--- src/rtl/pipe_idex_skid_pkg.sv ---
// Shared core package for the ID/EX stage register.
// Holds the control-field enums used between decode and EX, the
// IDEXPipelineType payload carried through the stage, its reset value,
// and the occupancy state encoding of the skid buffer.
package pipe_idex_skid_pkg;

  localparam int CORE_XLEN    = 32;
  localparam int CORE_RADDR_W = 5;

  typedef enum logic [3:0] {
    ALU_ADD  = 4'd0,
    ALU_SUB  = 4'd1,
    ALU_SLL  = 4'd2,
    ALU_SLT  = 4'd3,
    ALU_SLTU = 4'd4,
    ALU_XOR  = 4'd5,
    ALU_SRL  = 4'd6,
    ALU_SRA  = 4'd7,
    ALU_OR   = 4'd8,
    ALU_AND  = 4'd9
  } AluOp;

  typedef enum logic {
    OF_ALU_A_RS1 = 1'b0,
    OF_ALU_A_PC  = 1'b1
  } OpASel;

  typedef enum logic {
    OF_ALU_B_RS2 = 1'b0,
    OF_ALU_B_IMM = 1'b1
  } OpBSel;

  typedef enum logic [1:0] {
    WB_SEL_ALU = 2'd0,
    WB_SEL_MEM = 2'd1,
    WB_SEL_PC4 = 2'd2,
    WB_SEL_CSR = 2'd3
  } WbSel;

  // One ID/EX entry, already forwarded and operand-selected.
  typedef struct packed {
    AluOp                    aluControl;
    logic [CORE_XLEN-1:0]    operandA;
    logic [CORE_XLEN-1:0]    operandB;
    logic [CORE_XLEN-1:0]    storeData;
    logic [CORE_XLEN-1:0]    pc;
    logic [CORE_RADDR_W-1:0] rdAddr;
    logic                    rdWriteEn;
    WbSel                    destinationSelect;
  } IDEXPipelineType;

  localparam IDEXPipelineType IDEX_RESET = '{
    aluControl:        ALU_ADD,
    operandA:          '0,
    operandB:          '0,
    storeData:         '0,
    pc:                '0,
    rdAddr:            '0,
    rdWriteEn:         1'b0,
    destinationSelect: WB_SEL_ALU
  };

  // Bit 0 is mainValid, bit 1 is skidValid.
  typedef enum logic [1:0] {
    ST_EMPTY = 2'b00,
    ST_BUSY  = 2'b01,
    ST_FULL  = 2'b11
  } SkidState;

endpackage

--- src/rtl/pipe_idex_skid_fwd_mux.sv ---
// fwd_mux: priority operand bypass for one source register.
// Ports:
//   addr, reg_data          - source register address and register-file value
//   ex_mem_en/addr/data     - EX/MEM bypass (highest priority)
//   mem_wb_en/addr/data     - MEM/WB bypass
//   data                    - forwarded operand
// x0 is never bypassed, so a write-enabled x0 in a later stage cannot
// leak a non-zero value into a read of x0.
module fwd_mux #(
  parameter int XLEN    = 32,
  parameter int RADDR_W = 5
) (
  input  logic [RADDR_W-1:0] addr,
  input  logic [XLEN-1:0]    reg_data,
  input  logic               ex_mem_en,
  input  logic [RADDR_W-1:0] ex_mem_addr,
  input  logic [XLEN-1:0]    ex_mem_data,
  input  logic               mem_wb_en,
  input  logic [RADDR_W-1:0] mem_wb_addr,
  input  logic [XLEN-1:0]    mem_wb_data,
  output logic [XLEN-1:0]    data
);

  logic addr_nonzero;
  logic hit_ex_mem;
  logic hit_mem_wb;

  assign addr_nonzero = |addr;
  assign hit_ex_mem   = ex_mem_en && (ex_mem_addr == addr) && addr_nonzero;
  assign hit_mem_wb   = mem_wb_en && (mem_wb_addr == addr) && addr_nonzero;

  // The younger EX/MEM result wins over the older MEM/WB result.
  always_comb begin
    data = reg_data;
    if (hit_ex_mem) begin
      data = ex_mem_data;
    end else if (hit_mem_wb) begin
      data = mem_wb_data;
    end
  end

endmodule

--- src/rtl/pipe_idex_skid.sv ---
// pipe_idex_skid: ID/EX stage register with valid/ready handshake.
// Ports:
//   clk, arstn (sync, active-low), flush (drops all held/accepted entries)
//   in_valid/in_ready       - decode-side handshake
//   aluControlIn, operandASelect, operandBSelect, rs1/rs2/rdAddr(In),
//   rs1Data, rs2Data, immediate, pcIn, rdWriteEnIn, destinationSelectIn
//                           - decoded instruction fields
//   fwdExMem*, fwdMemWb*    - bypass sources, sampled in the accept cycle
//   out_valid/out_ready     - EX-side handshake
//   aluControl, operandA, operandB, storeData, pc, rdAddr, rdWriteEn,
//   destinationSelect       - EX-side entry, driven only from main register
// SKID=1 adds a second entry so in_ready comes from a register and EX
// backpressure never forms a combinational path back into decode.
module pipe_idex_skid
  import pipe_idex_skid_pkg::*;
#(
  parameter int XLEN    = CORE_XLEN,
  parameter int RADDR_W = CORE_RADDR_W,
  parameter int SKID    = 1
) (
  input  logic               clk,
  input  logic               arstn,
  input  logic               flush,
  input  logic               in_valid,
  output logic               in_ready,
  input  AluOp               aluControlIn,
  input  OpASel              operandASelect,
  input  OpBSel              operandBSelect,
  input  logic [RADDR_W-1:0] rs1Addr,
  input  logic [RADDR_W-1:0] rs2Addr,
  input  logic [RADDR_W-1:0] rdAddrIn,
  input  logic [XLEN-1:0]    rs1Data,
  input  logic [XLEN-1:0]    rs2Data,
  input  logic [XLEN-1:0]    immediate,
  input  logic [XLEN-1:0]    pcIn,
  input  logic               rdWriteEnIn,
  input  WbSel               destinationSelectIn,
  input  logic               fwdExMemEn,
  input  logic [RADDR_W-1:0] fwdExMemAddr,
  input  logic [XLEN-1:0]    fwdExMemData,
  input  logic               fwdMemWbEn,
  input  logic [RADDR_W-1:0] fwdMemWbAddr,
  input  logic [XLEN-1:0]    fwdMemWbData,
  output logic               out_valid,
  input  logic               out_ready,
  output AluOp               aluControl,
  output logic [XLEN-1:0]    operandA,
  output logic [XLEN-1:0]    operandB,
  output logic [XLEN-1:0]    storeData,
  output logic [XLEN-1:0]    pc,
  output logic [RADDR_W-1:0] rdAddr,
  output logic               rdWriteEn,
  output WbSel               destinationSelect
);

  localparam bit USE_SKID = (SKID != 0);

  logic [XLEN-1:0] fwd_rs1;
  logic [XLEN-1:0] fwd_rs2;

  IDEXPipelineType in_entry;
  IDEXPipelineType main_q;
  IDEXPipelineType skid_q;

  SkidState state_q;
  SkidState state_d;

  logic main_valid;
  logic in_fire;
  logic out_fire;
  logic load_main_in;
  logic load_main_skid;
  logic load_skid;

  fwd_mux #(.XLEN(XLEN), .RADDR_W(RADDR_W)) u_fwd_rs1 (
    .addr        (rs1Addr),
    .reg_data    (rs1Data),
    .ex_mem_en   (fwdExMemEn),
    .ex_mem_addr (fwdExMemAddr),
    .ex_mem_data (fwdExMemData),
    .mem_wb_en   (fwdMemWbEn),
    .mem_wb_addr (fwdMemWbAddr),
    .mem_wb_data (fwdMemWbData),
    .data        (fwd_rs1)
  );

  fwd_mux #(.XLEN(XLEN), .RADDR_W(RADDR_W)) u_fwd_rs2 (
    .addr        (rs2Addr),
    .reg_data    (rs2Data),
    .ex_mem_en   (fwdExMemEn),
    .ex_mem_addr (fwdExMemAddr),
    .ex_mem_data (fwdExMemData),
    .mem_wb_en   (fwdMemWbEn),
    .mem_wb_addr (fwdMemWbAddr),
    .mem_wb_data (fwdMemWbData),
    .data        (fwd_rs2)
  );

  // Build the entry as it will be captured; forwarding is frozen here.
  always_comb begin
    in_entry                   = IDEX_RESET;
    in_entry.aluControl        = aluControlIn;
    in_entry.operandA          = (operandASelect == OF_ALU_A_RS1) ? fwd_rs1 : pcIn;
    in_entry.operandB          = (operandBSelect == OF_ALU_B_RS2) ? fwd_rs2 : immediate;
    in_entry.storeData         = fwd_rs2;
    in_entry.pc                = pcIn;
    in_entry.rdAddr            = rdAddrIn;
    in_entry.rdWriteEn         = rdWriteEnIn;
    in_entry.destinationSelect = destinationSelectIn;
  end

  assign main_valid = (state_q != ST_EMPTY);
  assign in_fire    = in_valid && in_ready;
  assign out_fire   = main_valid && out_ready;

  generate
    if (USE_SKID) begin : g_ready_skid
      assign in_ready = arstn && (state_q != ST_FULL);
    end else begin : g_ready_single
      assign in_ready = arstn && (!main_valid || out_ready);
    end
  endgenerate

  // Occupancy next-state and payload steering. In single-register mode an
  // accept in BUSY always coincides with a release, so FULL is unreachable.
  always_comb begin
    state_d        = state_q;
    load_main_in   = 1'b0;
    load_main_skid = 1'b0;
    load_skid      = 1'b0;
    if (flush) begin
      state_d = ST_EMPTY;
    end else begin
      case (state_q)
        ST_EMPTY: begin
          if (in_fire) begin
            load_main_in = 1'b1;
            state_d      = ST_BUSY;
          end
        end
        ST_BUSY: begin
          if (in_fire && out_fire) begin
            load_main_in = 1'b1;
          end else if (out_fire) begin
            state_d = ST_EMPTY;
          end else if (in_fire && USE_SKID) begin
            load_skid = 1'b1;
            state_d   = ST_FULL;
          end
        end
        ST_FULL: begin
          if (out_fire) begin
            load_main_skid = 1'b1;
            state_d        = ST_BUSY;
          end
        end
        default: state_d = ST_EMPTY;
      endcase
    end
  end

  // State and main register; reset outranks flush.
  always_ff @(posedge clk) begin
    if (!arstn) begin
      state_q <= ST_EMPTY;
      main_q  <= IDEX_RESET;
    end else begin
      state_q <= state_d;
      if (load_main_in) begin
        main_q <= in_entry;
      end else if (load_main_skid) begin
        main_q <= skid_q;
      end
    end
  end

  // Skid payload needs no reset: it is only read when FULL.
  always_ff @(posedge clk) begin
    if (load_skid) begin
      skid_q <= in_entry;
    end
  end

  assign out_valid         = main_valid;
  assign aluControl        = main_q.aluControl;
  assign operandA          = main_q.operandA;
  assign operandB          = main_q.operandB;
  assign storeData         = main_q.storeData;
  assign pc                = main_q.pc;
  assign rdAddr            = main_q.rdAddr;
  assign rdWriteEn         = main_q.rdWriteEn;
  assign destinationSelect = main_q.destinationSelect;

endmodule

--- config.mk ---
export PLATFORM = sky130hd
export DESIGN_NAME = pipe_idex_skid
export DESIGN_NICKNAME = d
export VERILOG_FILES = /design/src/rtl/pipe_idex_skid_pkg.sv /design/src/rtl/pipe_idex_skid_fwd_mux.sv /design/src/rtl/pipe_idex_skid.sv
export SDC_FILE = /design/constraint.sdc
export NUM_CORES = 1
export LEC_CHECK = 0
export CORE_ASPECT_RATIO = 1.25
export CORE_MARGIN = 2
export CORE_UTILIZATION = 53
export CTS_CLUSTER_SIZE = 30
export DETAILED_ROUTE_END_ITERATION = 8
export GPL_TIMING_DRIVEN = 0
export PLACE_DENSITY = 0.86
export SYNTH_ARGS = -nofsm -noshare
export SYNTH_HDL_FRONTEND = slang
export SYNTH_SLANG_ARGS = --single-unit
--- constraint.sdc ---
create_clock -name clk -period 33.4 [get_ports clk]
set_clock_uncertainty 0.1 [all_clocks]
set_input_delay 6.68 -clock clk [delete_from_list [all_inputs] [get_ports clk]]
set_output_delay 6.68 -clock clk [all_outputs]
set_load 0.02 [all_outputs]
== After elaboration in Yosys (flattened, before gate mapping) ==
Index checks and enable logic that the tools add are counted.
Operators by class
  bitwise operators: 1
  muxes and demuxes: 25
  equality and inequality tests: 11
  reduce and logical (&&, ||, !) cells: 19
Operators by type and width (count)
  $mux W140: 2
  $mux W32: 6
  $eq A5 B5 Y1: 4
  $logic_and A1 B1 Y1: 12
  $mux W1: 10
  $mux W2: 5
  $reduce_or A5 Y1: 2
  $ne A2 B2 Y1 const B: 4
  $pmux W2 S3: 1
  $reduce_and A4 Y1: 1
  $reduce_bool A2 Y1: 2
  $ne A3 B3 Y1 const B: 1
  $eq A2 B1 Y1 const B: 1
  $eq A2 B2 Y1 const B: 1
  $logic_not A2 Y1: 1
  $pmux W1 S2: 1
  $reduce_or A2 Y1: 1
  $not A1 Y1: 1
Word-level totals
  input bits: 233
  output and inout bits: 142
  flip-flop bits (word level): 282
  word-level logic and storage cells: 73

== Depth between registers and ports, before layout ==
Gate-level depths: netlist (run 1).
  depth after elaboration: 8
  gate-level depth with buffers: 10
  depth with buffers taken out: 7

== Cells and area by module ==
Synthesis (run 1) repeated with hierarchy kept, for this count alone.
Unflattened totals
  cells, all modules: 1260
  area total of the unflattened synthesis: 13950.9 um^2
Modules (own cells, without submodules)
  pipe_idex_skid: cells an instance 864, sequential area each 7046.8 um^2, area an instance 11743.8 um^2, instances 1
  fwd_mux: cells an instance 198, sequential area each 0.0 um^2, area an instance 1103.6 um^2, instances 2

== Worst setup path before layout (run 1) ==
OpenSTA, ideal clock, no wires.
  path kind: input port to flip-flop
  start point: input arstn
  end point: register skid_q[0] (netlist bit) (enable)
  path buffers: 1
  library setup time: 0.812 ns
  data required time: 32.488 ns
  stages on the path: 3
  arrival time: 16.446 ns
  path slack: 16.042 ns
  cell sequence: buf_2 > nand3b_1 > nor3_1
Between the ends
  longest elaborated chain between the ends: 7
  elaborated cells on any way between the ends: 8
  those cells by class: mux: 5; reduce/logical: 3
RTL lines
  start, declared: RTL line pipe_idex_skid.sv:22  | input logic arstn,
  $logic_and A1 B1 Y1 *: RTL line pipe_idex_skid.sv:118  | assign in_ready = arstn && (state_q != ST_FULL);
  $logic_and A1 B1 Y1 *: RTL line pipe_idex_skid.sv:113  | assign in_fire = in_valid && in_ready;
  $mux W1: RTL line pipe_idex_skid.sv:146  | end else if (in_fire && USE_SKID) begin
  $mux W1: RTL line pipe_idex_skid.sv:144  | end else if (out_fire) begin
  $mux W1 *: RTL line pipe_idex_skid.sv:142  | if (in_fire && out_fire) begin
  $mux W1 *: RTL line pipe_idex_skid.sv:134  | case (state_q)
  $mux W1 *: RTL line pipe_idex_skid.sv:131  | if (flush) begin
  via load_skid: RTL line pipe_idex_skid.sv:73  | logic load_skid;
  end signal, assigned: RTL line pipe_idex_skid.sv:180  | skid_q <= in_entry;
  end, declared: RTL line pipe_idex_skid.sv:63  | IDEXPipelineType skid_q;
The timed path passes the listed nets; every way through them passes the cells marked *.
A chain may end at the register's enable or synchronous reset.

== Worst setup path after layout (run 1) ==
  start point: input arstn
  end point: output in_ready
Between the ends
  longest elaborated chain between the ends: 1
RTL lines
  $logic_and A1 B1 Y1: RTL line pipe_idex_skid.sv:118
  end, declared: RTL line pipe_idex_skid.sv:25  | output logic in_ready,
No other way between the ends.

==> impl_metrics.toml, run 1 <==
[status]
result_of_the_run = "finished clean"

[global_routing]
grt_first_pass_wirelength_mm = 83.72
grt_use_total = 0.3876
global_route.overflow_total = 0
pin_count_of_the_biggest_net_entering_global_routing = 15
antenna_found_initial = 5
grt_pass1_vias = 14480

[sta]
fin_crit_sh = 0.4610
finalWorstPathRequiredPeriod_ns = 15.40
max_clock_freq_ghz = 0.06495
slew_headroom = 0.05122
maxSlewViolCount = 0
worst_pin_slew_ns = 1.412
setup_viol_count_final = 0
unrepaired_setup_endpoints_after_global_routing = "no"
layout_setup_ws_ns = 18.00
totalNegativeSetupSlack_ns = 0
finalHoldViolations = 0

[worst_setup_path]
crit_path_arrival_time_ns = 8.62
crit_path_start_kind = "input port"
critical-path-slowest-cell = "sky130_fd_sc_hd__clkdlybuf4s50_1"
critical_path.cell_chain = "buf_2, clkinv_1, clkbuf_1, nor2_1, clkdlybuf4s50_1"
path_max_fanout = 10
critPathCaptureType = "primary output"
crit_required_ns = 26.62
path_delay_family = "buffers and inverters"
critical_path.max_stage_delay_ns = 0.65
path_buf_inv = 4
setup.reg_to_reg.worst_slack_ns = 30.00
worst-setup-path-type = "input port to primary output"

[drt]
ant_nets = 0
drt_wl_total_mm = 56.39
drt_iter0_markers = 1302
post-route-drc-count = 0
avgRoutedWirePerCell_um = 26.13
total_via_count_in_the_routed_design = 14220
firstDrtPassIters = 6
detail_route.vias_per_cell = 6.588

[floorplan]
die-height_um = 187.3
core-area_mm2 = 0.02666
die-width_um = 150.7
row_count = 67
die-area_mm2 = 0.02822
initial_core_utilization = 0.5345
top_level_ports = 375

[clock_tree]
clock-sinks = 282
cts_resized = 0
buffer_levels_on_the_longest_clock_path = 3
cts_setup_buffers = 0
cts_made_buffers = 29
clock-root-buffer = "sky130_fd_sc_hd__clkbuf_16"
tritoncts = "yes"
path_clk_slew_ns = 0.06
cts_max_level = 1
worst_skew_pair.late_latency_ns = 0.56
cts_hold_buffers = 0

[layout]
area_of_the_multi_input_gates_mm2 = 0.006561
final_layout_size_suffix_gt1_frac = 0.1162
layout.filler_cells = 2011
seqCellArea_mm2 = 0.007047
fin_nets = 2023
area_delta_synth_final_pct = 36.63
final_design_area_no_fill_mm2 = 0.01947

[logic_synthesis]
synth_top_area_cell = "sky130_fd_sc_hd__edfxtp_1"
post-synth-top-count-cell = "sky130_fd_sc_hd__nand2_1"
postSynthNetCount = 1607
post_synth_inst_count = 1370
synth_enable_flop_cells = 140
synth.top_cells.by_area = "sky130_fd_sc_hd__edfxtp_1 (30%), sky130_fd_sc_hd__dfxtp_1 (20%), sky130_fd_sc_hd__nand2_1 (5.3%), sky130_fd_sc_hd__o221a_2 (4.0%), sky130_fd_sc_hd__mux2i_1 (3.9%)"
flip_flop_and_latch_count_after_synthesis = 282
postSynth.topFlopCell = "sky130_fd_sc_hd__dfxtp_1"
synth-seq-area-share = 0.4945
netlist.area_leader.share = 0.2950
synth_area_mm2 = 0.01425
synthesis.yosys.warnings = 0
synthesis.area_per_instance_um2 = 10.40
post_synth_most_frequent_cells = "sky130_fd_sc_hd__nand2_1 (200), sky130_fd_sc_hd__dfxtp_1 (142), sky130_fd_sc_hd__edfxtp_1 (140), sky130_fd_sc_hd__nor2_1 (104), sky130_fd_sc_hd__clkbuf_1 (91)"
ys_async_sr_fraction = 0
library_cells_used_by_synthesis = 60

[power]
net-switching-power_uw = 225.3
switching_fraction = 0.2685
vdd_drop_max_mv = 0.03167
power_report.internal_total_uw = 613.9
power_frac_comb = 0.172
p_clk_frac = 0.374
leakagePower_nw = 6.586
power.density_cell_area_mw_per_mm2 = 43.10
pwr-share-seq = 0.454

[placement]
gp_congestion = 0.9724
post_dp_cell_area_mm2 = 0.01856
place_ws_ns = 18.13
placement.io_buffers = 370
dpl.hpwl_mm = 42.54

[min_path]
type_of_the_most_critical_hold_path = "flop to flop"

[run]
cap_viol_max_count = 0
-- power groups by stage --
stage	logic, mW	clock network [mW]	registers, mW
4_1_cts	0.141	0.311	0.381
2_1_floorplan	0.0533	0	0.399
6_report	0.144	0.314	0.381
3_5_place_dp	0.140	0	0.388
3_3_place_gp	0.137	0	0.389
5_1_grt	0.151	0.325	0.382
-- worst paths after layout --
kind,endpoint,cells past startpoint,from
min reg2reg,aluControl[0],2,aluControl[0]
min,aluControl[0],2,aluControl[0]
max reg2reg,pc[1],8,state_q[0]
max,in_ready,5,arstn
-- final cells by class --
cell class	instances	area share
Tap cell	345	0.02217
Clock buffer	33	0.03959
Clock inverter	20	0.006362
Timing Repair Buffer	385	0.1991
Buffer	129	0.03207
Antenna cell	5	0.0006426
Sequential cell	282	0.3619
Multi-Input combinational cell	953	0.3370
Inverter	6	0.001157
-- stage by stage --
step	hold slack [ns]	std cells	total power, mW	utilization
after floorplan	0.3628	1370	0.4521	-
after global placement	0.3663	2085	0.5263	0.6897
after detailed placement	0.3746	2100	0.5285	0.6963
after CTS	0.3850	2153	0.8337	0.7299
after global routing	0.3985	2158	0.8576	0.7304
final	0.3854	2158	0.8392	0.7304
-- cells in the final DEF, fill, tap and decap left out, drive strengths merged, types with 9 or more instances in the layout --
cell           count
a211oi            20
a21oi             35
a221oi            27
a311oi            44
a31oi             41
and3              31
buf               53
clkbuf           124
clkdlybuf4s50    370
clkinv            16
dfxtp            142
edfxtp           140
mux2              32
mux2i             55
nand2            201
nand2b            35
nor2             104
nor4              22
o21a              14
o21ai             56
o221a             61
o31ai             60
o32ai             23
or3               14
xnor2             10
xor2               9
-- registers in the layout (all words and copies together) (netlist names) --
name / count
aluControl: 4
destinationSelect: 2
operandA: 32
operandB: 32
pc: 32
rdAddr: 5
rdWriteEn: 1
skid_q: 140
state_q: 2
storeData: 32
-- routing by layer --
layer  GRT usage  vias to the layer above  part of all wire
li1            -                     6105                 -
met2      0.6453                     1061              0.48
met3     0.07585                      213              0.11
met5           0                        -                 0
met4      0.2088                        0             0.060
met1      0.4698                     6837              0.35
-- worst min-delay path, delay by kind of cell (launching register included) --
kind,cells,cell delay (ns)
DFF,1,0.31
and+or+nand+nor,1,0.05
AOI/OAI and AO/OA,1,0.08
-- kinds of logic after synthesis --
logic type | count (synthesis) | share of synthesized area
AOI/OAI and AO/OA | 418 | 0.2473
xor gates and xnor gates | 19 | 0.01168
adders and majority gates | 4 | 0.003512
buffers and inverters | 135 | 0.04539
DFF | 282 | 0.4945
muxes | 87 | 0.06392
and+or+nand+nor | 425 | 0.1337
No activity file was read; power rests on OpenSTA's default activity.
==> inputs of run 2 (changes only) <==
--- a/config.mk
+++ b/config.mk
@@ -7,11 +7,11 @@
 export LEC_CHECK = 0
 export CORE_ASPECT_RATIO = 1.25
 export CORE_MARGIN = 2
-export CORE_UTILIZATION = 53
+export CORE_UTILIZATION = 45
 export CTS_CLUSTER_SIZE = 30
 export DETAILED_ROUTE_END_ITERATION = 8
 export GPL_TIMING_DRIVEN = 0
-export PLACE_DENSITY = 0.86
+export PLACE_DENSITY = 0.78
 export SYNTH_ARGS = -nofsm -noshare
 export SYNTH_HDL_FRONTEND = slang
 export SYNTH_SLANG_ARGS = --single-unit
==> constraint.sdc (replaced) <==
create_clock -name clk -period 13.6 [get_ports clk]
set_clock_uncertainty 0.1 [all_clocks]
set_input_delay 2.72 -clock clk [delete_from_list [all_inputs] [get_ports clk]]
set_output_delay 2.72 -clock clk [all_outputs]
set_load 0.02 [all_outputs]
==> run 2 against run 1 <==
Compared with the run above:
- global-route usage decreased by 5.2 points
- critical endpoint unchanged
- sequential share of layout area decreased by 0.23 points
- power increased by 150%
- non-clock buffer count unchanged
- via count decreased by 1.3%
- clock power increased to 2.5 times the previous value
==> impl_metrics.toml, run 2 (synthesis gave the netlist of run 1 again) <==
[status]
result_of_the_run = "finished clean"

[drt]
highest_layer = "met5"
post-route-drc-count = 0
met2_wirelength_mm = 27.36
detail_route.wirelength.met1_mm = 21.39
drt_iter0_markers = 1420
dr_wl_met3_mm = 5.838
firstDrtPassIters = 7
drt_wl_total_mm = 57.71
avgRoutedWirePerCell_um = 25.97
detail_route.vias_per_cell = 6.312
ant_nets = 0
total_via_count_in_the_routed_design = 14030

[placement]
place.detailed.instances = 2162
dpl.hpwl_mm = 43.84
place_ws_ns = 6.133
gp_congestion = 0.9442
placement.io_buffers = 370
post_dp_cell_area_mm2 = 0.01865

[clock_tree]
cts_resized = 0
cts_max_level = 1
clock-root-buffer = "sky130_fd_sc_hd__clkbuf_16"
tritoncts = "yes"
worst_skew_pair.late_latency_ns = 0.57
cts_made_buffers = 29
buffer_levels_on_the_longest_clock_path = 3
clock-sinks = 282
path_clk_slew_ns = 0.06
cts_setup_buffers = 0
cts_hold_buffers = 0

[sta]
layout_setup_ws_ns = 6.024
worst_pin_slew_ns = 1.028
final.hold.worst_slack_ns = 0.3803
unrepaired_setup_endpoints_after_global_routing = "no"
maxSlewViolCount = 0
totalNegativeSetupSlack_ns = 0
finalHoldViolations = 0
finalWorstPathRequiredPeriod_ns = 7.576
fin_crit_sh = 0.5571
max_clock_freq_ghz = 0.1320
setup_viol_count_final = 0
slew_headroom = 0.3147

[min_path]
worstHoldStart = "pc[5]"
min_path_cells = 2
worstHoldEndpoint = "pc[5]"
type_of_the_most_critical_hold_path = "flop to flop"

[power]
vdd_drop_max_mv = 0.07507
leakagePower_nw = 6.617
power.density_cell_area_mw_per_mm2 = 106.6
power_mw = 2.088

[worst_setup_path]
crit_path_start_kind = "input port"
worst-setup-path-type = "input port to primary output"
crit_path_arrival_time_ns = 4.76
critical_path.cell_chain = "buf_2, clkinv_1, clkbuf_1, nor2_1, clkdlybuf4s50_1"
path_delay_family = "buffers and inverters"
crit_required_ns = 10.78
critPathCaptureType = "primary output"
critical_path.max_stage_delay_ns = 0.67
ff2ff_path_depth = 8
critical-path-slowest-cell = "sky130_fd_sc_hd__clkdlybuf4s50_1"
setup.reg_to_reg.worst_slack_ns = 10.08
worstReg2RegEnd = "rdAddr[4]"
number_of_stages_on_the_worst_setup_path = 5
path_max_fanout = 10
regToRegStartpoint = "state_q[0]"
path_buf_inv = 4

[layout]
layout_common_cells = "sky130_fd_sc_hd__clkdlybuf4s50_1 (370), sky130_fd_sc_hd__nand2_1 (200), sky130_fd_sc_hd__dfxtp_1 (142), sky130_fd_sc_hd__edfxtp_1 (140), sky130_fd_sc_hd__nor2_1 (104)"
final_cells = 2222
register_with_the_most_flip_flops = "skid_q"
area_delta_synth_final_pct = 37.49
fin_util = 0.6304
layout_commonest_cell = "sky130_fd_sc_hd__clkdlybuf4s50_1"
largest_register_ff_count = 140
fin_nets = 2023
final_design_area_no_fill_mm2 = 0.01959
final_layout_size_suffix_gt1_frac = 0.1183

[floorplan]
top_level_ports = 375
core-area_mm2 = 0.03108
die-width_um = 163.2
initial_core_utilization = 0.4585
row_count = 72
die-area_mm2 = 0.03312
die-height_um = 203.0

[global_routing]
grt_pass1_vias = 14180
antenna_found_initial = 6
grt_use_total = 0.3358
grt_first_pass_wirelength_mm = 84.70
pin_count_of_the_biggest_net_entering_global_routing = 15
global_route.overflow_total = 0

[run]
cap_viol_max_count = 0
==> run 2: area by class of cell <==
cell class / count / area [um2]
multi-input combinational: 953 / 6566
sequential: 282 / 7047
tap: 407 / 509.2
antenna: 6 / 15.01
timing repair buffer: 385 / 3887
fill: 2563 / 11490
clock inverter: 11 / 82.58
inverter: 6 / 22.52
clock buffer: 43 / 838.3
buffer: 129 / 624.3
==> run 2: power breakdown <==
part | total [mW] | switching [mW] | internal (mW)
clock | 0.797 | 0.353 | 0.443
combinational | 0.355 | 0.190 | 0.165
sequential | 0.936 | 0.0156 | 0.920
total | 2.09 | 0.559 | 1.53
==> run 2: worst max-delay path by stage <==
stage | from | endpoint
finish | arstn | in_ready
detailed placement | arstn | in_ready
floorplan | arstn | skid_q[0]
global route | arstn | in_ready
global placement | out_ready | skid_q[51]
CTS | arstn | in_ready
==> run 2: per-layer routing <==
layer / vias to the layer above / global-route usage
met5: - / 0
met2: 940 / 0.5594
li1: 6108 / -
met1: 6780 / 0.4151
met4: 4 / 0.1675
met3: 194 / 0.06272
==> run 2: tightest hold or removal path, stage by stage (launching register included) <==
cell and delay (ns):
sky130_fd_sc_hd__dfxtp_1 0.31, sky130_fd_sc_hd__nand2_1 0.05, sky130_fd_sc_hd__a311oi_1 0.07
